<file path="src/rtl/data_matrix_pc_ras_pkg.sv">
// Shared definitions for the PC / return-address-stack unit.
package data_matrix_pc_ras_pkg;

  localparam int DEF_AW = 16;

  typedef enum logic [1:0] {
    PC_SEL_INC = 2'b00,
    PC_SEL_BUS = 2'b01,
    PC_SEL_EA  = 2'b10,
    PC_SEL_RAS = 2'b11
  } pc_sel_e;

  // Ceiling log2, usable in parameter expressions.
  function automatic int clog2(input int value);
    int r;
    r = 0;
    for (int i = 0; i < 32; i++) begin
      if ((1 << r) < value) r = r + 1;
    end
    return r;
  endfunction

endpackage

</file>
<file path="src/rtl/data_matrix_ras.sv">
// Circular return-address stack with saturating occupancy and sticky error flags.
module data_matrix_ras
  import data_matrix_pc_ras_pkg::*;
#(
  parameter  int AW    = DEF_AW,
  parameter  int DEPTH = 4,
  localparam int PW    = clog2(DEPTH),
  localparam int CW    = PW + 1
) (
  input  logic          clk,
  input  logic          rst_n,
  input  logic          i_push,     // already qualified by stall
  input  logic          i_pop,      // already qualified by stall
  input  logic          i_unf_evt,  // RAS-sourced PC load while empty
  input  logic          i_clr_err,
  input  logic [AW-1:0] i_din,
  output logic [AW-1:0] o_top,
  output logic [CW-1:0] o_cnt,
  output logic          o_full,
  output logic          o_empty,
  output logic          o_ovf,
  output logic          o_unf
);

  logic [AW-1:0] r_mem [DEPTH];
  logic [PW-1:0] r_sp;
  logic [CW-1:0] r_cnt;
  logic          r_ovf;
  logic          r_unf;

  logic [PW-1:0] w_sp_m1;
  logic          w_empty;
  logic          w_full;
  logic          w_replace;
  logic [PW-1:0] w_wr_idx;
  logic          w_ovf_evt;
  logic          w_unf_evt;

  assign w_sp_m1   = r_sp - PW'(1);
  assign w_empty   = (r_cnt == '0);
  assign w_full    = (r_cnt == CW'(DEPTH));
  // Push+pop on a non-empty stack rewrites the top in place; on an empty
  // stack it degenerates to a plain push.
  assign w_replace = i_push & i_pop & ~w_empty;
  assign w_wr_idx  = w_replace ? w_sp_m1 : r_sp;
  assign w_ovf_evt = i_push & ~i_pop & w_full;
  assign w_unf_evt = (i_pop & w_empty) | i_unf_evt;

  // Stack pointer, occupancy and sticky flags (set wins over clear).
  always_ff @(posedge clk or negedge rst_n) begin
    if (!rst_n) begin
      r_sp  <= '0;
      r_cnt <= '0;
      r_ovf <= 1'b0;
      r_unf <= 1'b0;
    end else begin
      if (i_push && !w_replace) begin
        r_sp <= r_sp + PW'(1);
        if (!w_full) r_cnt <= r_cnt + CW'(1);
      end else if (i_pop && !i_push && !w_empty) begin
        r_sp  <= w_sp_m1;
        r_cnt <= r_cnt - CW'(1);
      end
      r_ovf <= (r_ovf & ~i_clr_err) | w_ovf_evt;
      r_unf <= (r_unf & ~i_clr_err) | w_unf_evt;
    end
  end

  // Entry storage; contents are don't-care after reset.
  always_ff @(posedge clk) begin
    if (i_push) r_mem[w_wr_idx] <= i_din;
  end

  assign o_top   = w_empty ? '0 : r_mem[w_sp_m1];
  assign o_cnt   = r_cnt;
  assign o_full  = w_full;
  assign o_empty = w_empty;
  assign o_ovf   = r_ovf;
  assign o_unf   = r_unf;

endmodule

</file>
<file path="src/rtl/data_matrix_pc_ras.sv">
// Program-counter register with four-way source mux and a return-address stack.
module data_matrix_pc_ras
  import data_matrix_pc_ras_pkg::*;
#(
  parameter  int            AW        = DEF_AW,
  parameter  int            RAS_DEPTH = 4,
  parameter  int            PC_INC    = 1,
  parameter  logic [AW-1:0] RST_PC    = '0,
  localparam int            CW        = clog2(RAS_DEPTH) + 1
) (
  input  logic          clk,
  input  logic          rst_n,
  input  logic [AW-1:0] bus,
  input  logic [AW-1:0] ea,
  input  logic          ld_pc,
  input  logic [1:0]    pc_sel,
  input  logic          push,
  input  logic          pop,
  input  logic          stall,
  input  logic          clr_err,
  output logic [AW-1:0] reg_pc,
  output logic [AW-1:0] pc,
  output logic [AW-1:0] pc_minus_one,
  output logic [AW-1:0] ras_top,
  output logic [CW-1:0] ras_cnt,
  output logic          ras_full,
  output logic          ras_empty,
  output logic          ras_ovf,
  output logic          ras_unf
);

  logic [AW-1:0] r_pc;
  logic [AW-1:0] w_pc_mux;
  logic          w_ld;
  logic          w_push;
  logic          w_pop;
  logic          w_ras_unf_evt;

  assign w_ld          = ld_pc & ~stall;
  assign w_push        = push & ~stall;
  assign w_pop         = pop & ~stall;
  assign w_ras_unf_evt = w_ld & (pc_selE() == PC_SEL_RAS) & ras_empty;

  function automatic pc_sel_e pc_selE();
    return pc_sel_e'(pc_sel);
  endfunction

  // Next-PC source selection; an empty stack falls back to the bus.
  always_comb begin
    w_pc_mux = r_pc + AW'(PC_INC);
    case (pc_selE())
      PC_SEL_INC: w_pc_mux = r_pc + AW'(PC_INC);
      PC_SEL_BUS: w_pc_mux = bus;
      PC_SEL_EA:  w_pc_mux = ea;
      PC_SEL_RAS: w_pc_mux = ras_empty ? bus : ras_top;
      default:    w_pc_mux = r_pc + AW'(PC_INC);
    endcase
  end

  // PC register: loads the selected source unless stalled.
  always_ff @(posedge clk or negedge rst_n) begin
    if (!rst_n) r_pc <= RST_PC;
    else if (w_ld) r_pc <= w_pc_mux;
  end

  data_matrix_ras #(
    .AW    (AW),
    .DEPTH (RAS_DEPTH)
  ) u_ras (
    .clk       (clk),
    .rst_n     (rst_n),
    .i_push    (w_push),
    .i_pop     (w_pop),
    .i_unf_evt (w_ras_unf_evt),
    .i_clr_err (clr_err),
    .i_din     (r_pc),
    .o_top     (ras_top),
    .o_cnt     (ras_cnt),
    .o_full    (ras_full),
    .o_empty   (ras_empty),
    .o_ovf     (ras_ovf),
    .o_unf     (ras_unf)
  );

  assign reg_pc       = r_pc;
  assign pc           = r_pc;
  assign pc_minus_one = r_pc - AW'(1);

endmodule

</file>
<file path="config.mk">
export PLATFORM = sky130hd
export DESIGN_NAME = data_matrix_pc_ras
export DESIGN_NICKNAME = d
export VERILOG_FILES = /design/src/rtl/data_matrix_pc_ras_pkg.sv /design/src/rtl/data_matrix_ras.sv /design/src/rtl/data_matrix_pc_ras.sv
export SDC_FILE = /design/constraint.sdc
export NUM_CORES = 1
export LEC_CHECK = 0
export ABC_CLOCK_PERIOD_IN_PS = 3000
export CORE_ASPECT_RATIO = 0.75
export CORE_UTILIZATION = 35
export CTS_CLUSTER_SIZE = 28
export DETAILED_ROUTE_END_ITERATION = 8
export PLACE_DENSITY = 0.71
export SYNTH_ARGS = -nofsm -noshare
export SYNTH_HDL_FRONTEND = slang
export SYNTH_SLANG_ARGS = --single-unit
</file>
<file path="constraint.sdc">
create_clock -name clk -period 3 [get_ports clk]
set_input_delay 0.6 -clock clk [delete_from_list [all_inputs] [get_ports clk]]
set_output_delay 0.6 -clock clk [all_outputs]
set_load 0.01 [all_outputs]
</file>
Word level (Yosys, flattened, before mapping)

Memories as Yosys holds them, arrays and structs flattened.
Index checks and enable logic that the tools add are counted.

Bits of input ports: 41
Memories kept: 1
Bits in writable memories: 64
Register bits after elaboration: 23

Muxes and demuxes: 11
Equal/unequal tests: 5
Reduce and logical (&&, ||, !) cells: 10
Bitwise operators: 19
$add $sub $neg: 6

Memory list:

| memory      | words | bits a word | read ports | clocked after Yosys merged registers in | write ports | line                  | RTL |
|---|---|---|---|---|---|---|---|
| u_ras.r_mem | 4     | 16          | 1          | 0                                       | 1           | data_matrix_ras.sv:25 | `logic [AW-1:0] r_mem [DEPTH];` |

Operators with widths:

| operator                                                               | number |
|---|---|
| 16-bit one-hot mux with 4 select lines                                 | 1 |
| 16-bit 2-to-1 mux                                                      | 2 |
| 16-bit by 1-bit adder with 16-bit output (second input constant)       | 1 |
| 16-bit by 1-bit subtractor with 16-bit output (second input constant)  | 1 |
| 1-bit AND                                                              | 12 |
| 3-bit 2-to-1 mux                                                       | 3 |
| 2-bit 2-to-1 mux                                                       | 3 |
| 2-bit equality test (second input constant)                            | 2 |
| 1-bit inverter                                                         | 4 |
| 3-bit by 1-bit adder with 3-bit output (second input constant)         | 1 |
| 3-bit equality test (second input constant)                            | 1 |
| 1-bit logical AND                                                      | 3 |
| 1-bit logical NOT                                                      | 3 |
| 3-bit logical NOT                                                      | 1 |
| 1-bit bitwise OR                                                       | 3 |
| 3-bit by 1-bit subtractor with 3-bit output (second input constant)    | 1 |
| 2-bit by 1-bit adder with 2-bit output (second input constant)         | 1 |
| 2-bit by 1-bit equality test with 1-bit output (second input constant) | 1 |
| 2-bit logical NOT                                                      | 1 |
| 1-bit 2-to-1 mux                                                       | 2 |
| 2-bit != test (second input constant)                                  | 1 |
| 2-bit AND reduction                                                    | 1 |
| 2-bit nonzero test                                                     | 1 |
| 2-bit by 1-bit subtractor with 2-bit output (second input constant)    | 1 |

Logic depth before layout (Yosys ltp)

Gate-level depths: netlist of the first run.

Word-level depth: 8
Mapped depth: 10

Cells and area by module

Synthesis of the first run repeated with hierarchy kept, for this count alone.

Cells, all modules: 390
Area, all modules: 4740.8 µm²

By module, submodules not included:

| module             | instances | cells each | sequential area each (µm²) | area each (µm²) |
|---|---|---|---|---|
| data_matrix_ras    | 1         | 160        | 2097.0                     | 2972.9 |
| data_matrix_pc_ras | 1         | 230        | 400.4                      | 1767.9 |

Worst setup path after synthesis of the first run

Ideal clock, no wire load.

Kind: reg-to-reg
From: register u_ras.r_sp[0]
To: memory u_ras.r_mem[1][0] (netlist name), enable pin
Path slack: 0.500 ns
Arrival time: 2.106 ns
Buffers on the path: 3
Cell stages (with the launch flop): 6
Setup time: 0.394 ns
Clock period less this slack: 2.500 ns
Cells stage by stage: dfrtp_1 > buf_2 > buf_4 > buf_2 > or3_1 > a21oi_1

Word-level cells in the longest chain between the ends: 2

Ends and longest elaborated chain:

| item                                        | line                  | RTL |
|---|---|---|
| start, declared                             | data_matrix_ras.sv:26 | `logic [PW-1:0] r_sp;` |
| start signal, assigned                      | data_matrix_ras.sv:58 | `r_sp <= r_sp + PW'(1);` |
| start signal, assigned                      | data_matrix_ras.sv:61 | `r_sp <= w_sp_m1;` |
| 2-bit by 1-bit subtractor with 2-bit output | data_matrix_ras.sv:39 | `assign w_sp_m1 = r_sp - PW'(1);` |
| 2-bit 2-to-1 mux (*)                        | data_matrix_ras.sv:45 | `assign w_wr_idx = w_replace ? w_sp_m1 : r_sp;` |
| end, declared                               | data_matrix_ras.sv:25 |  |

Mark *: on every way between the ends. The rest lies on a longest branch, timed or not.

Worst setup path after layout of the first run

From: register u_ras.r_cnt[1] (netlist: u_ras.o_cnt[1])
To: output ras_top[9]

Word-level cells in the longest chain between the ends: 2

Ends and longest elaborated chain:

| item                   | line                     | RTL |
|---|---|---|
| start, declared        | data_matrix_ras.sv:27    | `logic [CW-1:0] r_cnt;` |
| start signal, assigned | data_matrix_ras.sv:59    | `if (!w_full) r_cnt <= r_cnt + CW'(1);` |
| start signal, assigned | data_matrix_ras.sv:62    | `r_cnt <= r_cnt - CW'(1);` |
| 3-bit logical NOT      | data_matrix_ras.sv:40    | `assign w_empty = (r_cnt == '0);` |
| 16-bit 2-to-1 mux      | data_matrix_ras.sv:74    | `assign o_top = w_empty ? '0 : r_mem[w_sp_m1];` |
| end, declared          | data_matrix_pc_ras.sv:24 | `output logic [AW-1:0] ras_top,` |

No other way between the ends.

==> flow_summary.html, run 1 <==
<table>
<tr><th>Metric</th><th>Value</th></tr>
<tr><th colspan="2">Outcome</th></tr>
<tr><td>Result of the run</td><td>finished clean</td></tr>
<tr><th colspan="2">Floorplan</th></tr>
<tr><td>Number of rows created at floorplan</td><td>35</td></tr>
<tr><td>Overall die height</td><td>100.9 µm</td></tr>
<tr><td>Die area</td><td>13510 µm²</td></tr>
<tr><td>Horizontal die dimension</td><td>133.9 µm</td></tr>
<tr><td>I/O pin cnt</td><td>112</td></tr>
<tr><td>Std-Cell Core Area</td><td>12480 µm²</td></tr>
<tr><td>Initial standard-cell utilization of the core</td><td>36.58%</td></tr>
<tr><th colspan="2">Clocking</th></tr>
<tr><td>Maximum count of clock buffers along a single path</td><td>2</td></tr>
<tr><td>CTS clk-pin slew, worst paths</td><td>0.07 ns</td></tr>
<tr><td>Clock insertion delay at the later pin of the skew report</td><td>0.34 ns</td></tr>
<tr><td>TritonCTS clock tree</td><td>built</td></tr>
<tr><td>Clock buffers created by TritonCTS</td><td>9</td></tr>
<tr><td>Clk sink count</td><td>87</td></tr>
<tr><td>H-tree levels</td><td>3</td></tr>
<tr><td>Number of buffers inserted by hold repair at cts</td><td>0</td></tr>
<tr><td>Root buffer cell</td><td>sky130_fd_sc_hd__clkbuf_16</td></tr>
<tr><td>Postcts setup bufs</td><td>0</td></tr>
<tr><th colspan="2">STA</th></tr>
<tr><td>Worst Max-Slew Pin Slew</td><td>1.094 ns</td></tr>
<tr><td>Unrepaired setup endpoints after global routing</td><td>false</td></tr>
<tr><td>Max Fclk</td><td>0.3449 GHz</td></tr>
<tr><td>Tightest hold margin</td><td>0.5195 ns</td></tr>
<tr><td>Final setup violation count</td><td>0</td></tr>
<tr><td>Period minus WS final</td><td>2.899 ns</td></tr>
<tr><td>Max Transition Viols Final</td><td>0</td></tr>
<tr><td>Max-slew headroom at the worst pin</td><td>26.45%</td></tr>
<tr><td>Worst setup skew after layout</td><td>0.009213 ns</td></tr>
<tr><td>Number of failing hold endpoints at the final stage</td><td>0</td></tr>
<tr><td>Post-route clock period utilization</td><td>96.65%</td></tr>
<tr><td>Final-layout setup total negative slack</td><td>0 ns</td></tr>
<tr><th colspan="2">Logic synthesis</th></tr>
<tr><td>Cell accounting for the most synthesized area</td><td>sky130_fd_sc_hd__edfxtp_1</td></tr>
<tr><td>Top cell type's share of synthesized area</td><td>42.09%</td></tr>
<tr><td>Fraction of synthesis flops using an asynchronous set or reset pin</td><td>26.44%</td></tr>
<tr><td>Synth warn</td><td>0</td></tr>
<tr><td>Number of nets produced by synthesis</td><td>413</td></tr>
<tr><td>Most instantiated flip-flop cell in the synthesis netlist</td><td>sky130_fd_sc_hd__edfxtp_1</td></tr>
<tr><td>Syn Inst Count</td><td>369</td></tr>
<tr><td>Top cells by area, synth</td><td>sky130_fd_sc_hd__edfxtp_1 42%, sky130_fd_sc_hd__dfrtp_1 13%, sky130_fd_sc_hd__mux4_2 7.4%</td></tr>
<tr><td>Sequential-to-total area share from yosys stat</td><td>54.70%</td></tr>
<tr><td>EDFF count, synth</td><td>64</td></tr>
<tr><td>Total standard cell area after synthesis</td><td>4566 µm²</td></tr>
<tr><td>Number of register bits inferred by synthesis</td><td>87</td></tr>
<tr><td>Number of library cell types mapped by synthesis</td><td>54</td></tr>
<tr><td>Synthesized area per cell</td><td>12.37 µm²</td></tr>
<tr><th colspan="2">Routing</th></tr>
<tr><td>Pre-antenna DRT Iters</td><td>5</td></tr>
<tr><td>Post-detailed-route DRC marker count</td><td>0</td></tr>
<tr><td>Count of routing violations after the opening detailed-route iteration</td><td>305</td></tr>
<tr><td>Average wire per cell in the routed design</td><td>20.22 µm</td></tr>
<tr><td>Routed Wire Length</td><td>13080 µm</td></tr>
<tr><td>Antenna viol nets, final</td><td>0</td></tr>
<tr><td>Via/cell ratio</td><td>5.399</td></tr>
<tr><td>DR vias</td><td>3493</td></tr>
<tr><th colspan="2">Setup path</th></tr>
<tr><td>Worst Path Class, Setup</td><td>flip-flop to output pin</td></tr>
<tr><td>Cell with the largest stage delay on the worst path</td><td>sky130_fd_sc_hd__or3_2</td></tr>
<tr><td>Data arrival time of the critical path</td><td>2.30 ns</td></tr>
<tr><td>List of cells traversed by the critical path</td><td>or3_2 -&gt; and2_1 -&gt; clkdlybuf4s50_1</td></tr>
<tr><td>Element type at the critical path end</td><td>output pin</td></tr>
<tr><td>Max FO, Critical Path</td><td>18</td></tr>
<tr><td>Delay of the slowest critical-path stage</td><td>0.76 ns</td></tr>
<tr><td>Critical path launch point type</td><td>flip-flop</td></tr>
<tr><td>Required @ worst endpoint</td><td>2.40 ns</td></tr>
<tr><th colspan="2">Global route</th></tr>
<tr><td>GRT Resource Usage Total</td><td>19.59%</td></tr>
<tr><td>First-pass GRT wire length</td><td>19440 µm</td></tr>
<tr><td>Initial antenna violation count</td><td>0</td></tr>
<tr><td>Maximum number of pins on one net before global-route repair</td><td>24</td></tr>
<tr><td>GRT Residual Overflow</td><td>0</td></tr>
<tr><td>Vias in the first global route</td><td>3426</td></tr>
<tr><th colspan="2">Final layout</th></tr>
<tr><td>End-of-flow core utilization</td><td>49.13%</td></tr>
<tr><td>Final-stage net count</td><td>520</td></tr>
<tr><td>Commonest cells after routing, fill and taps aside</td><td>105 x sky130_fd_sc_hd__clkdlybuf4s50_1, 64 x sky130_fd_sc_hd__edfxtp_1, 27 x sky130_fd_sc_hd__buf_4</td></tr>
<tr><td>Share of cells above drive strength 1</td><td>15.80%</td></tr>
<tr><td>Most common library cell in the layout ignoring fill and taps</td><td>sky130_fd_sc_hd__clkdlybuf4s50_1</td></tr>
<tr><td>Area added between synthesis and finish</td><td>34.31%</td></tr>
<tr><td>Antenna diode count</td><td>0</td></tr>
<tr><th colspan="2">Placed design</th></tr>
<tr><td>Routability congestion estimate</td><td>0.8510</td></tr>
<tr><td>Count of buffers from port buffering</td><td>111</td></tr>
<tr><td>Sum of net half-perimeters after detailed placement</td><td>9313 µm</td></tr>
<tr><th colspan="2">Flow run</th></tr>
<tr><td>Max-cap check violation count</td><td>0</td></tr>
<tr><th colspan="2">Power and ir drop</th></tr>
<tr><td>Largest vdd supply drop</td><td>0.4139 mV</td></tr>
<tr><td>Cell area power density</td><td>883.5 nW/µm²</td></tr>
<tr><td>Total leakage power</td><td>2.201 nW</td></tr>
<tr><th colspan="2">Min path</th></tr>
<tr><td>Path type of the worst min-delay path</td><td>flip-flop to flip-flop</td></tr>
</table>
-- cell families after synthesis --
family / Yosys count / synth area share, %
AND/OR/NAND/NOR: 97 / 12.11
flip-flops: 87 / 54.70
AO/OA/AOI/OAI: 84 / 12.17
buffers and inverters: 54 / 6.824
multiplexers: 25 / 9.729
XOR/XNOR: 19 / 3.645
adder cells (fa/ha/maj): 3 / 0.8222
-- timing repair --
action | CTS | global route
pin swaps | 0 | 0
resized for setup | 6 | 2
setup endpoints to repair | 6 | 18
-- routing by layer --
metal / track usage (%) / wire length, µm
met1: 26.28 / 5728
met2: 32.12 / 6348
met3: 3.570 / 795
met4: 6.469 / 211
met5: 0 / 0
-- flip-flops by register name (all words and copies together), names as in the netlist --
register / cells
u_ras.r_sp: 2
u_ras.o_ovf: 1
u_ras.o_cnt: 3
u_ras.r_mem: 64
pc: 16
u_ras.o_unf: 1
-- stage by stage --
step	setup WS [ns]	instances	area, µm²	power [W]
after global placement	0.2615	631	5837	0.004281
after detailed placement	0.1857	631	5837	0.004342
after global routing	0.005891	647	6132	0.005702
after CTS	0.04848	647	6126	0.005458
final	0.1006	647	6132	0.005418
after floorplan	0.5002	369	4566	0.003142
-- synthesized netlist by cell type (5+ instances only) --
cell type and number:
sky130_fd_sc_hd__edfxtp_1 64, sky130_fd_sc_hd__a21oi_1 25, sky130_fd_sc_hd__dfrtp_1 23, sky130_fd_sc_hd__buf_4 19, sky130_fd_sc_hd__nand2_1 19, sky130_fd_sc_hd__nor2_1 18
sky130_fd_sc_hd__o22ai_1 17, sky130_fd_sc_hd__and2_1 16, sky130_fd_sc_hd__mux4_2 15, sky130_fd_sc_hd__xor2_1 14, sky130_fd_sc_hd__clkbuf_1 13, sky130_fd_sc_hd__inv_1 11
sky130_fd_sc_hd__nand3_1 11, sky130_fd_sc_hd__o21ai_0 9, sky130_fd_sc_hd__buf_2 8, sky130_fd_sc_hd__a221oi_1 5, sky130_fd_sc_hd__mux2_2 5, sky130_fd_sc_hd__mux2i_1 5
sky130_fd_sc_hd__xnor2_1 5
-- where the power goes --
part           internal, W  switching [W]
clock network     0.000647       0.000469
logic              0.00133        0.00124
registers          0.00158       0.000161
-- final timing paths --
check | from | endpoint | slack [ns] | cells past startpoint
setup / recovery | u_ras.o_cnt[1]$_DFFE_PN0P_ | ras_top[9] | 0.10 | 3
hold / removal | u_ras.o_unf$_DFF_PN0_ | u_ras.o_unf$_DFF_PN0_ | 0.52 | 2
setup reg to reg | u_ras.o_cnt[1]$_DFFE_PN0P_ | u_ras.o_cnt[2]$_DFFE_PN0P_ | 0.41 | 8
hold reg to reg | u_ras.o_unf$_DFF_PN0_ | u_ras.o_unf$_DFF_PN0_ | 0.52 | 2
max in group asynchronous | rst_n | pc[11]$_DFFE_PN0N_ | 2.10 | 2
min in group asynchronous | rst_n | u_ras.r_sp[1]$_DFFE_PN0P_ | 0.65 | 2
-- cell type report --
| class | instances | area (µm²) |
|---|---|---|
| Clock inverter | 7 | 71.32 |
| Fill cell | 1079 | 6349 |
| Clock buffer | 9 | 225.2 |
| Multi-Input combinational cell | 228 | 1763 |
| Sequential cell | 87 | 2497 |
| Inverter | 11 | 41.29 |
| Timing Repair Buffer | 139 | 1326 |
| Tap cell | 166 | 207.7 |
-- worst max-delay path: cells and delay by family, from the launching register on --
| kind | cells | cell delay (ns) |
|---|---|---|
| flip-flops | 1 | 0.48 |
| buffers and inverters | 1 | 0.48 |
| AND/OR/NAND/NOR | 2 | 1.01 |
Power figures use the tool's default switching activity.
==> run 2: changes to the inputs <==
--- a/config.mk
+++ b/config.mk
@@ -6,10 +6,10 @@
 export NUM_CORES = 1
 export LEC_CHECK = 0
 export ABC_CLOCK_PERIOD_IN_PS = 3000
-export CORE_ASPECT_RATIO = 0.75
 export CORE_UTILIZATION = 35
 export CTS_CLUSTER_SIZE = 28
 export DETAILED_ROUTE_END_ITERATION = 8
+export HOLD_SLACK_MARGIN = 0.08
 export PLACE_DENSITY = 0.71
 export SYNTH_ARGS = -nofsm -noshare
 export SYNTH_HDL_FRONTEND = slang
==> run 2 against run 1 <==
Effect of this change: routed wire length decreased by 3.2%; clock power decreased by 9%; worst hold slack improved by 0.0047 ns; global-route usage decreased by 0.20 points; clock-buffer cell count increased by 4; final area increased by 0.18%; combinational power decreased by 2%; sequential share of layout area decreased by 0.054 points; clock skew decreased by 0.0032 ns; fmax decreased by 0.51%; highest routed layer unchanged.
==> flow_summary.html, run 2 (synthesized netlist as in run 1, its figures left out) <==
<table>
<tr><th>Metric</th><th>Value</th></tr>
<tr><th colspan="2">Clocking</th></tr>
<tr><td>CTS clk-pin slew, worst paths</td><td>0.06 ns (about the same)</td></tr>
<tr><td>Clk sink count</td><td>87 (unchanged)</td></tr>
<tr><td>Root buffer cell</td><td>sky130_fd_sc_hd__clkbuf_16</td></tr>
<tr><td>Maximum count of clock buffers along a single path</td><td>2 (unchanged)</td></tr>
<tr><td>Clock insertion delay at the later pin of the skew report</td><td>0.33 ns (about the same)</td></tr>
<tr><td>Clock buffers created by TritonCTS</td><td>9 (unchanged)</td></tr>
<tr><td>H-tree levels</td><td>3 (unchanged)</td></tr>
<tr><td>TritonCTS clock tree</td><td>built</td></tr>
<tr><th colspan="2">Final layout</th></tr>
<tr><td>Fillers</td><td>1134 (+5.1%)</td></tr>
<tr><td>Antenna diode count</td><td>0 (unchanged)</td></tr>
<tr><td>Area added between synthesis and finish</td><td>34.56%</td></tr>
<tr><td>Share of cells above drive strength 1</td><td>16.32% (+0.52 points)</td></tr>
<tr><td>Commonest cells after routing, fill and taps aside</td><td>105 x sky130_fd_sc_hd__clkdlybuf4s50_1, 64 x sky130_fd_sc_hd__edfxtp_1, 30 x sky130_fd_sc_hd__buf_4</td></tr>
<tr><td>Area of combinational cells with multiple inputs</td><td>1758 µm² (-0.28%)</td></tr>
<tr><td>End-of-flow core utilization</td><td>48.48% (-0.65 points)</td></tr>
<tr><td>Final design instance area without fill</td><td>6143 µm² (+0.18%)</td></tr>
<tr><td>Register containing the most flip-flops in the final layout</td><td>u_ras.r_mem</td></tr>
<tr><td>Area taken by flip-flops and latches</td><td>2499 µm² (about the same)</td></tr>
<tr><td>Flip-flop count of the largest register, all copies and words added</td><td>64 (unchanged)</td></tr>
<tr><td>Final-stage net count</td><td>523 (+0.58%)</td></tr>
<tr><td>Most common library cell in the layout ignoring fill and taps</td><td>sky130_fd_sc_hd__clkdlybuf4s50_1</td></tr>
<tr><th colspan="2">Power and ir drop</th></tr>
<tr><td>Proportion of power drawn by combinational gates</td><td>47.3% (about the same)</td></tr>
<tr><td>P_sw</td><td>0.001798 W (-3.6%)</td></tr>
<tr><td>Share of power burned in registers</td><td>33.4% (+1.3 points)</td></tr>
<tr><td>Internal Power</td><td>0.003508 W (-1.2%)</td></tr>
<tr><td>Clk network pwr share</td><td>19.3% (-1.3 points)</td></tr>
<tr><td>Largest vdd supply drop</td><td>0.3821 mV (-7.7%)</td></tr>
<tr><td>Sw frac</td><td>33.88% (-0.56 points)</td></tr>
<tr><td>Cell area power density</td><td>863.8 nW/µm² (-2.2%)</td></tr>
<tr><td>Total leakage power</td><td>2.215 nW (+0.66%)</td></tr>
<tr><th colspan="2">STA</th></tr>
<tr><td>Worst Max-Slew Pin Slew</td><td>1.159 ns (+0.06487 ns)</td></tr>
<tr><td>Unrepaired setup endpoints after global routing</td><td>false</td></tr>
<tr><td>Max Transition Viols Final</td><td>0 (unchanged)</td></tr>
<tr><td>Max Fclk</td><td>0.3431 GHz (-0.51%)</td></tr>
<tr><td>Final setup violation count</td><td>0 (unchanged)</td></tr>
<tr><td>Final-layout setup total negative slack</td><td>0 ns (unchanged)</td></tr>
<tr><td>Post-route clock period utilization</td><td>97.14% (+0.50 points)</td></tr>
<tr><td>Number of failing hold endpoints at the final stage</td><td>0 (unchanged)</td></tr>
<tr><td>Max-slew headroom at the worst pin</td><td>22.09% (-4.4 points)</td></tr>
<tr><td>Smallest setup slack after layout</td><td>0.08576 ns (-0.01488 ns)</td></tr>
<tr><td>Period minus WS final</td><td>2.914 ns (+0.01488 ns)</td></tr>
<tr><td>Tightest hold margin</td><td>0.5243 ns (+0.004747 ns)</td></tr>
<tr><td>Worst setup skew after layout</td><td>0.005982 ns (-0.003231 ns)</td></tr>
<tr><th colspan="2">Setup path</th></tr>
<tr><td>Critical path launch point type</td><td>flip-flop</td></tr>
<tr><td>Startpoint of the most critical setup path</td><td>pc[7]$_DFFE_PN0N_</td></tr>
<tr><td>Capture instance of the worst register-to-register path</td><td>u_ras.o_cnt[2]$_DFFE_PN0P_</td></tr>
<tr><td>Worst Path Class, Setup</td><td>flip-flop to output pin</td></tr>
<tr><td>Critical Path End</td><td>pc_minus_one[15]</td></tr>
<tr><td>Cell with the largest stage delay on the worst path</td><td>sky130_fd_sc_hd__or4_4</td></tr>
<tr><td>Delay of the slowest critical-path stage</td><td>0.55 ns (-0.21 ns)</td></tr>
<tr><td>Element type at the critical path end</td><td>output pin</td></tr>
<tr><td>Required @ worst endpoint</td><td>2.40 ns (about the same)</td></tr>
<tr><td>Startpoint of the worst-slack reg-to-reg timing path</td><td>u_ras.o_cnt[1]$_DFFE_PN0P_</td></tr>
<tr><td>List of cells traversed by the critical path</td><td>or4_4 -&gt; or3_4 -&gt; nor3_2 -&gt; xnor2_1 -&gt; dlygate4sd2_1</td></tr>
<tr><td>Max FO, Critical Path</td><td>3 (-15)</td></tr>
<tr><td>Register-to-register path setup slack</td><td>0.35 ns (-0.06 ns)</td></tr>
<tr><td>Data arrival time of the critical path</td><td>2.31 ns (about the same)</td></tr>
<tr><td>Worst r2r path cells</td><td>8 (unchanged)</td></tr>
<tr><th colspan="2">Global route</th></tr>
<tr><td>Vias in the first global route</td><td>3379 (-1.4%)</td></tr>
<tr><td>GRT Resource Usage Total</td><td>19.39% (-0.20 points)</td></tr>
<tr><td>Initial antenna violation count</td><td>0 (unchanged)</td></tr>
<tr><td>Maximum number of pins on one net before global-route repair</td><td>25 (+4.2%)</td></tr>
<tr><td>First-pass GRT wire length</td><td>18960 µm (-2.5%)</td></tr>
<tr><td>GRT Residual Overflow</td><td>0 (unchanged)</td></tr>
<tr><th colspan="2">Routing</th></tr>
<tr><td>Post-detailed-route DRC marker count</td><td>0 (unchanged)</td></tr>
<tr><td>Via/cell ratio</td><td>5.361 (-0.69%)</td></tr>
<tr><td>DR vias</td><td>3517 (+0.69%)</td></tr>
<tr><td>Average wire per cell in the routed design</td><td>19.31 µm (-4.5%)</td></tr>
<tr><td>Routed Wire Length</td><td>12670 µm (-3.2%)</td></tr>
<tr><td>Pre-antenna DRT Iters</td><td>5 (unchanged)</td></tr>
<tr><td>Antenna viol nets, final</td><td>0 (unchanged)</td></tr>
<tr><td>Count of routing violations after the opening detailed-route iteration</td><td>373 (+22%)</td></tr>
<tr><th colspan="2">Min path</th></tr>
<tr><td>Path type of the worst min-delay path</td><td>flip-flop to flip-flop</td></tr>
<tr><th colspan="2">Floorplan</th></tr>
<tr><td>Overall die height</td><td>116.2 µm (+15%)</td></tr>
<tr><td>Initial standard-cell utilization of the core</td><td>36.03% (-0.55 points)</td></tr>
<tr><td>Std-Cell Core Area</td><td>12670 µm² (+1.5%)</td></tr>
<tr><td>I/O pin cnt</td><td>112 (unchanged)</td></tr>
<tr><td>Horizontal die dimension</td><td>116.2 µm (-13%)</td></tr>
<tr><td>Die area</td><td>13510 µm² (about the same)</td></tr>
<tr><td>Number of rows created at floorplan</td><td>41 (+17%)</td></tr>
<tr><th colspan="2">Outcome</th></tr>
<tr><td>Result of the run</td><td>finished clean</td></tr>
<tr><th colspan="2">Placed design</th></tr>
<tr><td>Sum of net half-perimeters after detailed placement</td><td>9075 µm (-2.6%)</td></tr>
<tr><td>Instance area after placement</td><td>5867 µm² (+0.51%)</td></tr>
<tr><td>Routability congestion estimate</td><td>0.8903 (+4.6%)</td></tr>
<tr><td>Count of buffers from port buffering</td><td>111 (unchanged)</td></tr>
<tr><td>Worst slack at placement</td><td>0.1636 ns (-0.02210 ns)</td></tr>
<tr><th colspan="2">Flow run</th></tr>
<tr><td>Max-cap check violation count</td><td>0 (unchanged)</td></tr>
</table>
run 2: worst max-delay path, delay by kind of cell, from the launching register on:
kind / cells / cell delay (ns)
buffers and inverters: 1 / 0.30
and+or+nand+nor: 3 / 1.13
xor gates and xnor gates: 1 / 0.18
DFF: 1 / 0.37
run 2: worst min-delay path by stage:
stage,startpoint,to,slack (ns),cells past startpoint
finish,u_ras.o_unf$_DFF_PN0_,u_ras.o_unf$_DFF_PN0_,0.52,2
global route,u_ras.o_ovf$_DFF_PN0_,u_ras.o_ovf$_DFF_PN0_,0.60,2
CTS,u_ras.o_unf$_DFF_PN0_,u_ras.o_unf$_DFF_PN0_,0.53,2
detailed placement,u_ras.o_unf$_DFF_PN0_,u_ras.o_unf$_DFF_PN0_,0.52,2
global placement,u_ras.o_unf$_DFF_PN0_,u_ras.o_unf$_DFF_PN0_,0.51,2
floorplan,rst_n,pc[0]$_DFFE_PN0N_,0.30,0
run 2: per-stage QoR:
step                instances  total power, W
floorplan                 369        0.003142
global placement          640        0.004279
detailed placement        640        0.004316
CTS                       656        0.005340
global route              656        0.005567
finish                    656        0.005307
run 2: area by class of cell:
cell class,instances,share of cell area (%)
well taps,172,3.503
clock buffers,13,4.236
multi-input cells,228,28.62
clock inverters,3,0.2851
repair buffers,142,22.02
inverters,11,0.6721
flip-flops and latches,87,40.67
run 2: layer usage:
| layer | up-vias | share of wire, % | track usage, % | wire length [µm] |
|---|---|---|---|---|
| met2 | 167 | 47 | 30.99 | 5929 |
| met5 | - | 0 | 0 | 0 |
| met4 | 0 | 1.6 | 5.812 | 209 |
| li1 | 1598 | - | - | - |
| met1 | 1728 | 44 | 26.45 | 5541 |
| met3 | 24 | 7.8 | 4.359 | 988 |
run 2: repair_timing:
action	in CTS	in global routing
gates resized for setup	6	2
hold buffers	0	0
setup endpoints to repair	9	4
setup buffers	0	0
cloned	0	0
run 2: power by group through the flow:
stage,clock network [W],registers (W),logic [W]
finish,0.00102,0.00177,0.00251
global route,0.00107,0.00180,0.00269
CTS,0.00104,0.00177,0.00253
detailed placement,0,0.00179,0.00252
global placement,0,0.00178,0.00249
floorplan,0,0.00181,0.00133
==> run 3: changes to the inputs <==
--- a/config.mk
+++ b/config.mk
@@ -5,12 +5,13 @@
 export SDC_FILE = /design/constraint.sdc
 export NUM_CORES = 1
 export LEC_CHECK = 0
+export ABC_AREA = 1
 export ABC_CLOCK_PERIOD_IN_PS = 3000
 export CORE_UTILIZATION = 35
 export CTS_CLUSTER_SIZE = 28
 export DETAILED_ROUTE_END_ITERATION = 8
 export HOLD_SLACK_MARGIN = 0.08
-export PLACE_DENSITY = 0.71
+export PLACE_DENSITY = 0.7
 export SYNTH_ARGS = -nofsm -noshare
 export SYNTH_HDL_FRONTEND = slang
 export SYNTH_SLANG_ARGS = --single-unit
==> run 3 against run 2 <==
Effect of this change: clock power rose by 9.8%; final area rose by 8.9%; worst hold slack improved by 0.0049 ns; routed wire length rose by 16%; critical endpoint is now pc_minus_one[8]; largest power group unchanged; highest routed layer unchanged.
==> flow_summary.html, run 3 <==
<table>
<tr><th>Metric</th><th>Value</th></tr>
<tr><th colspan="2">Floorplan</th></tr>
<tr><td>I/O pin cnt</td><td>112 (unchanged)</td></tr>
<tr><td>Overall die height</td><td>121.9 µm (+4.9%)</td></tr>
<tr><td>Std-Cell Core Area</td><td>13930 µm² (+10%)</td></tr>
<tr><td>Horizontal die dimension</td><td>121.9 µm (+4.9%)</td></tr>
<tr><td>Initial standard-cell utilization of the core</td><td>36.09% (+0.055 points)</td></tr>
<tr><td>Number of rows created at floorplan</td><td>43 (+4.9%)</td></tr>
<tr><td>Die area</td><td>14850 µm² (+10%)</td></tr>
<tr><th colspan="2">Global route</th></tr>
<tr><td>GRT Residual Overflow</td><td>0 (unchanged)</td></tr>
<tr><td>Vias in the first global route</td><td>4452 (+32%)</td></tr>
<tr><td>Maximum number of pins on one net before global-route repair</td><td>24 (-4.0%)</td></tr>
<tr><td>Layer with the highest usage after global routing</td><td>met2</td></tr>
<tr><td>GRT Resource Usage Total</td><td>20.65% (+1.3 points)</td></tr>
<tr><td>GRT met3 Usage</td><td>3.418% (-0.94 points)</td></tr>
<tr><td>First-pass GRT wire length</td><td>23000 µm (+21%)</td></tr>
<tr><td>Fraction of met1 tracks used by global routing</td><td>26.21% (-0.24 points)</td></tr>
<tr><td>Met2 usage</td><td>34.92% (+3.9 points)</td></tr>
<tr><td>Initial antenna violation count</td><td>0 (unchanged)</td></tr>
<tr><th colspan="2">Routing</th></tr>
<tr><td>Routed Wire Length</td><td>14700 µm (+16%)</td></tr>
<tr><td>Antenna viol nets, final</td><td>0 (unchanged)</td></tr>
<tr><td>Average wire per cell in the routed design</td><td>15.79 µm (-18%)</td></tr>
<tr><td>DR vias</td><td>4525 (+29%)</td></tr>
<tr><td>Via/cell ratio</td><td>4.860 (-9.3%)</td></tr>
<tr><td>Pre-antenna DRT Iters</td><td>5 (unchanged)</td></tr>
<tr><td>Post-detailed-route DRC marker count</td><td>0 (unchanged)</td></tr>
<tr><td>Count of routing violations after the opening detailed-route iteration</td><td>269 (-28%)</td></tr>
<tr><th colspan="2">Clocking</th></tr>
<tr><td>Root buffer cell</td><td>sky130_fd_sc_hd__clkbuf_16</td></tr>
<tr><td>CTS clk-pin slew, worst paths</td><td>0.07 ns (about the same)</td></tr>
<tr><td>Clock buffers created by TritonCTS</td><td>9 (unchanged)</td></tr>
<tr><td>Number of buffers inserted by hold repair at cts</td><td>0 (unchanged)</td></tr>
<tr><td>H-tree levels</td><td>3 (unchanged)</td></tr>
<tr><td>Clk sink count</td><td>87 (unchanged)</td></tr>
<tr><td>Clock insertion delay at the later pin of the skew report</td><td>0.33 ns (about the same)</td></tr>
<tr><td>TritonCTS clock tree</td><td>built</td></tr>
<tr><td>Maximum count of clock buffers along a single path</td><td>2 (unchanged)</td></tr>
<tr><th colspan="2">Logic synthesis</th></tr>
<tr><td>Sequential-to-total area share from yosys stat</td><td>49.66% (-5.0 points)</td></tr>
<tr><td>Number of register bits inferred by synthesis</td><td>87 (unchanged)</td></tr>
<tr><td>Syn Inst Count</td><td>625 (+69%)</td></tr>
<tr><td>Top cells by area, synth</td><td>sky130_fd_sc_hd__edfxtp_1 38%, sky130_fd_sc_hd__nand2_1 20%, sky130_fd_sc_hd__dfrtp_1 11%</td></tr>
<tr><td>Synthesized area per cell</td><td>8.046 µm² (-35%)</td></tr>
<tr><td>Most instantiated flip-flop cell in the synthesis netlist</td><td>sky130_fd_sc_hd__edfxtp_1</td></tr>
<tr><td>EDFF count, synth</td><td>64 (unchanged)</td></tr>
<tr><td>Most repeated cell in the gate-level netlist after synthesis</td><td>sky130_fd_sc_hd__nand2_1</td></tr>
<tr><td>Total standard cell area after synthesis</td><td>5029 µm² (+10%)</td></tr>
<tr><td>Top cell type's share of synthesized area</td><td>38.22% (-3.9 points)</td></tr>
<tr><td>Number of nets produced by synthesis</td><td>669 (+62%)</td></tr>
<tr><td>Top cells by instance count after synthesis</td><td>269 x sky130_fd_sc_hd__nand2_1, 64 x sky130_fd_sc_hd__edfxtp_1, 58 x sky130_fd_sc_hd__inv_1</td></tr>
<tr><td>Synth warn</td><td>0 (unchanged)</td></tr>
<tr><td>Fraction of synthesis flops using an asynchronous set or reset pin</td><td>26.44% (unchanged)</td></tr>
<tr><td>Cell accounting for the most synthesized area</td><td>sky130_fd_sc_hd__edfxtp_1</td></tr>
<tr><td>Number of library cell types mapped by synthesis</td><td>32 (-41%)</td></tr>
<tr><th colspan="2">STA</th></tr>
<tr><td>Final setup violation count</td><td>0 (unchanged)</td></tr>
<tr><td>Worst Max-Slew Pin Slew</td><td>0.5890 ns (-0.5698 ns)</td></tr>
<tr><td>Max Transition Viols Final</td><td>0 (unchanged)</td></tr>
<tr><td>Unrepaired setup endpoints after global routing</td><td>false</td></tr>
<tr><td>Period minus WS final</td><td>2.878 ns (-0.03628 ns)</td></tr>
<tr><td>Max Fclk</td><td>0.3475 GHz (+1.3%)</td></tr>
<tr><td>Final-layout setup total negative slack</td><td>0 ns (unchanged)</td></tr>
<tr><td>Number of failing hold endpoints at the final stage</td><td>0 (unchanged)</td></tr>
<tr><td>Post-route clock period utilization</td><td>95.93% (-1.2 points)</td></tr>
<tr><td>Max-slew headroom at the worst pin</td><td>60.69% (+39 points)</td></tr>
<tr><td>Smallest setup slack after layout</td><td>0.1220 ns (+0.03628 ns)</td></tr>
<tr><td>Worst setup skew after layout</td><td>0.005158 ns (-0.0008237 ns)</td></tr>
<tr><th colspan="2">Power and ir drop</th></tr>
<tr><td>Cell area power density</td><td>862.5 nW/µm² (-0.14%)</td></tr>
<tr><td>Internal Power</td><td>0.003453 W (-1.6%)</td></tr>
<tr><td>Clk network pwr share</td><td>19.4% (about the same)</td></tr>
<tr><td>Overall power of the completed layout</td><td>0.005769 W (+8.7%)</td></tr>
<tr><td>Share of power burned in registers</td><td>29.3% (-4.1 points)</td></tr>
<tr><td>P_sw</td><td>0.002316 W (+29%)</td></tr>
<tr><td>Sw frac</td><td>40.14% (+6.3 points)</td></tr>
<tr><td>Total leakage power</td><td>3.036 nW (+37%)</td></tr>
<tr><td>Largest vdd supply drop</td><td>0.4550 mV (+19%)</td></tr>
<tr><td>Proportion of power drawn by combinational gates</td><td>51.4% (+4.1 points)</td></tr>
<tr><th colspan="2">Outcome</th></tr>
<tr><td>Result of the run</td><td>finished clean</td></tr>
<tr><th colspan="2">Min path</th></tr>
<tr><td>Worst hold path cell count</td><td>2 (unchanged)</td></tr>
<tr><td>Path type of the worst min-delay path</td><td>flip-flop to flip-flop</td></tr>
<tr><td>Source of the worst hold timing path</td><td>u_ras.o_unf$_DFF_PN0_</td></tr>
<tr><td>End of the worst hold path</td><td>u_ras.o_unf$_DFF_PN0_</td></tr>
<tr><th colspan="2">Setup path</th></tr>
<tr><td>Required @ worst endpoint</td><td>2.40 ns (about the same)</td></tr>
<tr><td>Worst r2r path cells</td><td>7 (-1)</td></tr>
<tr><td>Max FO, Critical Path</td><td>4 (+1)</td></tr>
<tr><td>Worst Path Class, Setup</td><td>flip-flop to output pin</td></tr>
<tr><td>Element type at the critical path end</td><td>output pin</td></tr>
<tr><td>Capture instance of the worst register-to-register path</td><td>u_ras.r_mem[0][15]$_DFFE_PP_</td></tr>
<tr><td>Startpoint of the worst-slack reg-to-reg timing path</td><td>u_ras.o_cnt[1]$_DFFE_PN0P_</td></tr>
<tr><td>Data arrival time of the critical path</td><td>2.28 ns (-0.03 ns)</td></tr>
<tr><td>Register-to-register path setup slack</td><td>0.97 ns (+0.62 ns)</td></tr>
<tr><td>Startpoint of the most critical setup path</td><td>pc[0]$_DFFE_PN0N_</td></tr>
<tr><td>Critical path launch point type</td><td>flip-flop</td></tr>
<tr><th colspan="2">Final layout</th></tr>
<tr><td>End-of-flow core utilization</td><td>48.00% (-0.48 points)</td></tr>
<tr><td>Antenna diode count</td><td>0 (unchanged)</td></tr>
<tr><td>Flip-flop count of the largest register, all copies and words added</td><td>64 (unchanged)</td></tr>
<tr><td>Share of cells above drive strength 1</td><td>9.854% (-6.5 points)</td></tr>
<tr><td>Non-Filler Instances</td><td>931 (+42%)</td></tr>
<tr><td>Area added between synthesis and finish</td><td>33.02%</td></tr>
<tr><td>Most common library cell in the layout ignoring fill and taps</td><td>sky130_fd_sc_hd__nand2_1</td></tr>
<tr><td>Commonest cells after routing, fill and taps aside</td><td>269 x sky130_fd_sc_hd__nand2_1, 108 x sky130_fd_sc_hd__clkdlybuf4s50_1, 64 x sky130_fd_sc_hd__edfxtp_1</td></tr>
<tr><td>Final-stage net count</td><td>790 (+51%)</td></tr>
<tr><td>Register containing the most flip-flops in the final layout</td><td>u_ras.r_mem</td></tr>
<tr><th colspan="2">Flow run</th></tr>
<tr><td>Max-cap check violation count</td><td>0 (unchanged)</td></tr>
<tr><th colspan="2">Placed design</th></tr>
<tr><td>Sum of net half-perimeters after detailed placement</td><td>10710 µm (+18%)</td></tr>
<tr><td>Dpl cells</td><td>911 (+42%)</td></tr>
<tr><td>Routability congestion estimate</td><td>0.9200 (+3.3%)</td></tr>
<tr><td>Count of buffers from port buffering</td><td>111 (unchanged)</td></tr>
<tr><td>Worst slack at placement</td><td>0.3740 ns (+0.2104 ns)</td></tr>
</table>
run 3: changes by cell type after synthesis, moves of 8 or more:
cell / previous run / this run
sky130_fd_sc_hd__inv_2: 0 / 8
sky130_fd_sc_hd__nand3_1: 11 / 31
sky130_fd_sc_hd__o22ai_1: 17 / 0
sky130_fd_sc_hd__clkbuf_1: 13 / 1
sky130_fd_sc_hd__nand2_1: 19 / 269
sky130_fd_sc_hd__inv_1: 11 / 58
sky130_fd_sc_hd__nor2_1: 18 / 42
sky130_fd_sc_hd__mux4_2: 15 / 0
sky130_fd_sc_hd__and2_1: 16 / 0
sky130_fd_sc_hd__a21oi_1: 25 / 13
run 3: how the worst max path moves through the flow:
stage                                        to  cells past startpoint
floorplan           u_ras.r_mem[0][0]$_DFFE_PP_                      6
global placement               pc_minus_one[14]                      7
detailed placement             pc_minus_one[14]                      7
CTS                            pc_minus_one[14]                      7
global route                   pc_minus_one[13]                      9
finish                          pc_minus_one[8]                      7
run 3: cells by family (layout without fill, tap and decap cells):
logic type                 after synthesis  count (layout)  share of synthesized area [%]
and+or+nand+nor                        374             374                          31.30
buffers and inverters                   99             225                          9.430
DFF                                     87              87                          49.66
AOI/OAI and AO/OA                       42              42                          5.374
xor gates and xnor gates                20              20                          3.483
adders and majority gates                3               3                         0.7465
run 3: power groups by stage:
stage	clock network, W	logic [W]	registers, W
6_report	0.00112	0.00296	0.00169
4_1_cts	0.00112	0.00298	0.00169
5_1_grt	0.00118	0.00326	0.00171
3_3_place_gp	0	0.00295	0.00171
2_1_floorplan	0	0.00155	0.00176
3_5_place_dp	0	0.00296	0.00171
run 3: through the flow:
stage	cell area [µm²]	hold slack [ns]
2_1_floorplan	5029	0.3044
3_3_place_gp	6345	0.5212
3_5_place_dp	6345	0.5302
4_1_cts	6643	0.5392
5_1_grt	6689	0.5585
6_report	6689	0.5292
run 3: worst max-delay path, stage by stage (launching register included):
cell and delay, ns:
sky130_fd_sc_hd__dfrtp_1 0.39, sky130_fd_sc_hd__inv_2 0.09, sky130_fd_sc_hd__ha_2 0.20, sky130_fd_sc_hd__nand4_1 0.16
sky130_fd_sc_hd__nor3_4 0.27, sky130_fd_sc_hd__buf_4 0.15, sky130_fd_sc_hd__xor2_1 0.14, sky130_fd_sc_hd__clkdlybuf4s50_1 0.55
run 3: timing repair:
item	CTS	global route
endpoints found under the setup margin	0	3
buffers inserted	0	4
gates resized for setup	0	6
run 3: final cells by class:
type	count	area, µm²
repair buffers	142	1351
flip-flops and latches	87	2497
fillers	1337	7246
well taps	180	225.2
multi-input cells	439	2066
clock buffers	9	225.2
clock inverters	7	72.57
inverters	67	251.5
run 3: routing by layer:
layer	up-vias	part of all wire [%]
li1	2222	-
met4	0	2.3
met5	-	0
met3	29	5.9
met2	161	49
met1	2113	42
==> RTL change: new RTL, settings of run 3 <==
The package constant `DEF_AW` goes from 16 to 15.
--- a/src/rtl/data_matrix_pc_ras_pkg.sv
+++ b/src/rtl/data_matrix_pc_ras_pkg.sv
@@ -1,7 +1,7 @@
 // Shared definitions for the PC / return-address-stack unit.
 package data_matrix_pc_ras_pkg;
 
-  localparam int DEF_AW = 16;
+  localparam int DEF_AW = 15;
 
   typedef enum logic [1:0] {
     PC_SEL_INC = 2'b00,
Ports: changed (6 resized); port bits go from 112 to 106. The function was not compared with the original's and may differ.
==> RTL change against run 3 <==
- utilization increased by 0.17 points
- power decreased by 1.1%
- worst setup slack improved by 4.2 ps
- routed wire length decreased by 6.0%
- sequential cell count decreased by 5
- clock skew increased by 2.2 ps
- fmax increased by 0.15%
- synthesized area decreased by 4.9%
- final area decreased by 4.2%
- critical path type unchanged
- largest cell class unchanged
- highest routed layer unchanged
==> RTL change: results <==
{
  "p_leak_nw": 2.99,
  "post_synth.cell_area_avg_um2": 7.62,
  "synth_area_leaders": "edfxtp_1, nand2_1, dfrtp_1, inv_1, nand3_1",
  "synthesis.nets": 670,
  "synth_async_sr_flop_share_pct": 26.8,
  "largest_register_ffs": 60,
  "synth-adder-area-share_pct": 0.785,
  "grt_overall_usage_pct": 20.1,
  "worst-path-max-fanout": 12,
  "synth_edf_count": 60,
  "dpl_cell_area_um2": 6060,
  "post_synth_xor_area_fraction_pct": 3.11,
  "place.port_buffers": 105,
  "mean_routed_wirelength_per_cell_um": 15.1,
  "grt_util_met2_pct": 33.5,
  "grt_use_met1_pct": 25.9,
  "drt_iter0_markers": 242,
  "critical_path_max_stage_delay_ps": 530,
  "post_route_cells_drive_above_1_share_pct": 7.95,
  "cts_buffers": 9,
  "fin_nets": 779,
  "grt_max_degree": 23,
  "synth_sequential_area_ratio_pct": 49.2,
  "compound_gate_portion_of_the_synthesized_area_pct": 4.32,
  "whs_path_depth": 1,
  "grt_util_met3_pct": 3.21,
  "drt_pass1_iterations": 5,
  "synth.mux.area_fraction_pct": 0,
  "pre_cts_ws_ps": 358,
  "viasPerCell": 4.80,
  "dp_hpwl_um": 10100,
  "run_status": "completed",
  "worst_r2r_path_depth": 8,
  "placedCellCount": 902,
  "skew_ps": 7.37,
  "gpl.final_weighted_congestion": 0.926,
  "number_of_global_route_vias_before_repair": 4202,
  "postCtsResizedCells": 1,
  "num-fill-cells": 1266,
  "finish.cell_count_without_fillers": 918,
  "first_pass_grt_wire_length_um": 21800
}
-- RTL change: changes by cell type after synthesis, sizes merged, moves of 3 or more --
cell,change
inv,+7
nand3,+7
buf,+6
o21ai,-4
nor3,-4
edfxtp,-4
a21oi,-7
nor2,-3
xor2,-4
nand2,+7
-- RTL change: path summary, 6_finish.rpt --
path	from	to	slack, ps
max in group asynchronous	rst_n	pc[5]$_DFFE_PN0N_	2080
worst min-delay path	u_ras.o_cnt[0]$_DFFE_PN0P_	u_ras.o_cnt[0]$_DFFE_PN0P_	540
min in group asynchronous	rst_n	u_ras.o_ovf$_DFF_PN0_	630
worst max-delay path	u_ras.r_sp[1]$_DFFE_PN0P_	ras_top[0]	130
worst min register to register	u_ras.o_cnt[0]$_DFFE_PN0P_	u_ras.o_cnt[0]$_DFFE_PN0P_	540
worst max register to register	u_ras.o_cnt[1]$_DFFE_PN0P_	u_ras.r_mem[2][8]$_DFFE_PP_	660
-- RTL change: per-layer routing --
| metal | wire length [um] | up-vias | part of all wire (%) |
|---|---|---|---|
| met5 | 0 | - | 0 |
| met4 | 231 | 0 | 1.7 |
| met3 | 749 | 21 | 5.4 |
| met2 | 6800 | 157 | 49 |
| met1 | 6040 | 2042 | 44 |
| li1 | - | 2183 | - |
-- RTL change: layout make-up --
cell class              instances  area [um2]  share of cell area [%]
clock inverters                 7        93.8                    1.47
well taps                     176         220                    3.44
multi-input cells             433        1940                    30.3
repair buffers                137        1290                    20.2
inverters                      74         278                    4.34
flip-flops and latches         82        2350                    36.7
clock buffers                   9         225                    3.52
-- RTL change: power by group --
group | switching [mW] | internal [mW]
clock | 0.439 | 0.727
sequential | 0.172 | 1.46
combinational | 1.67 | 1.24
total | 2.28 | 3.43
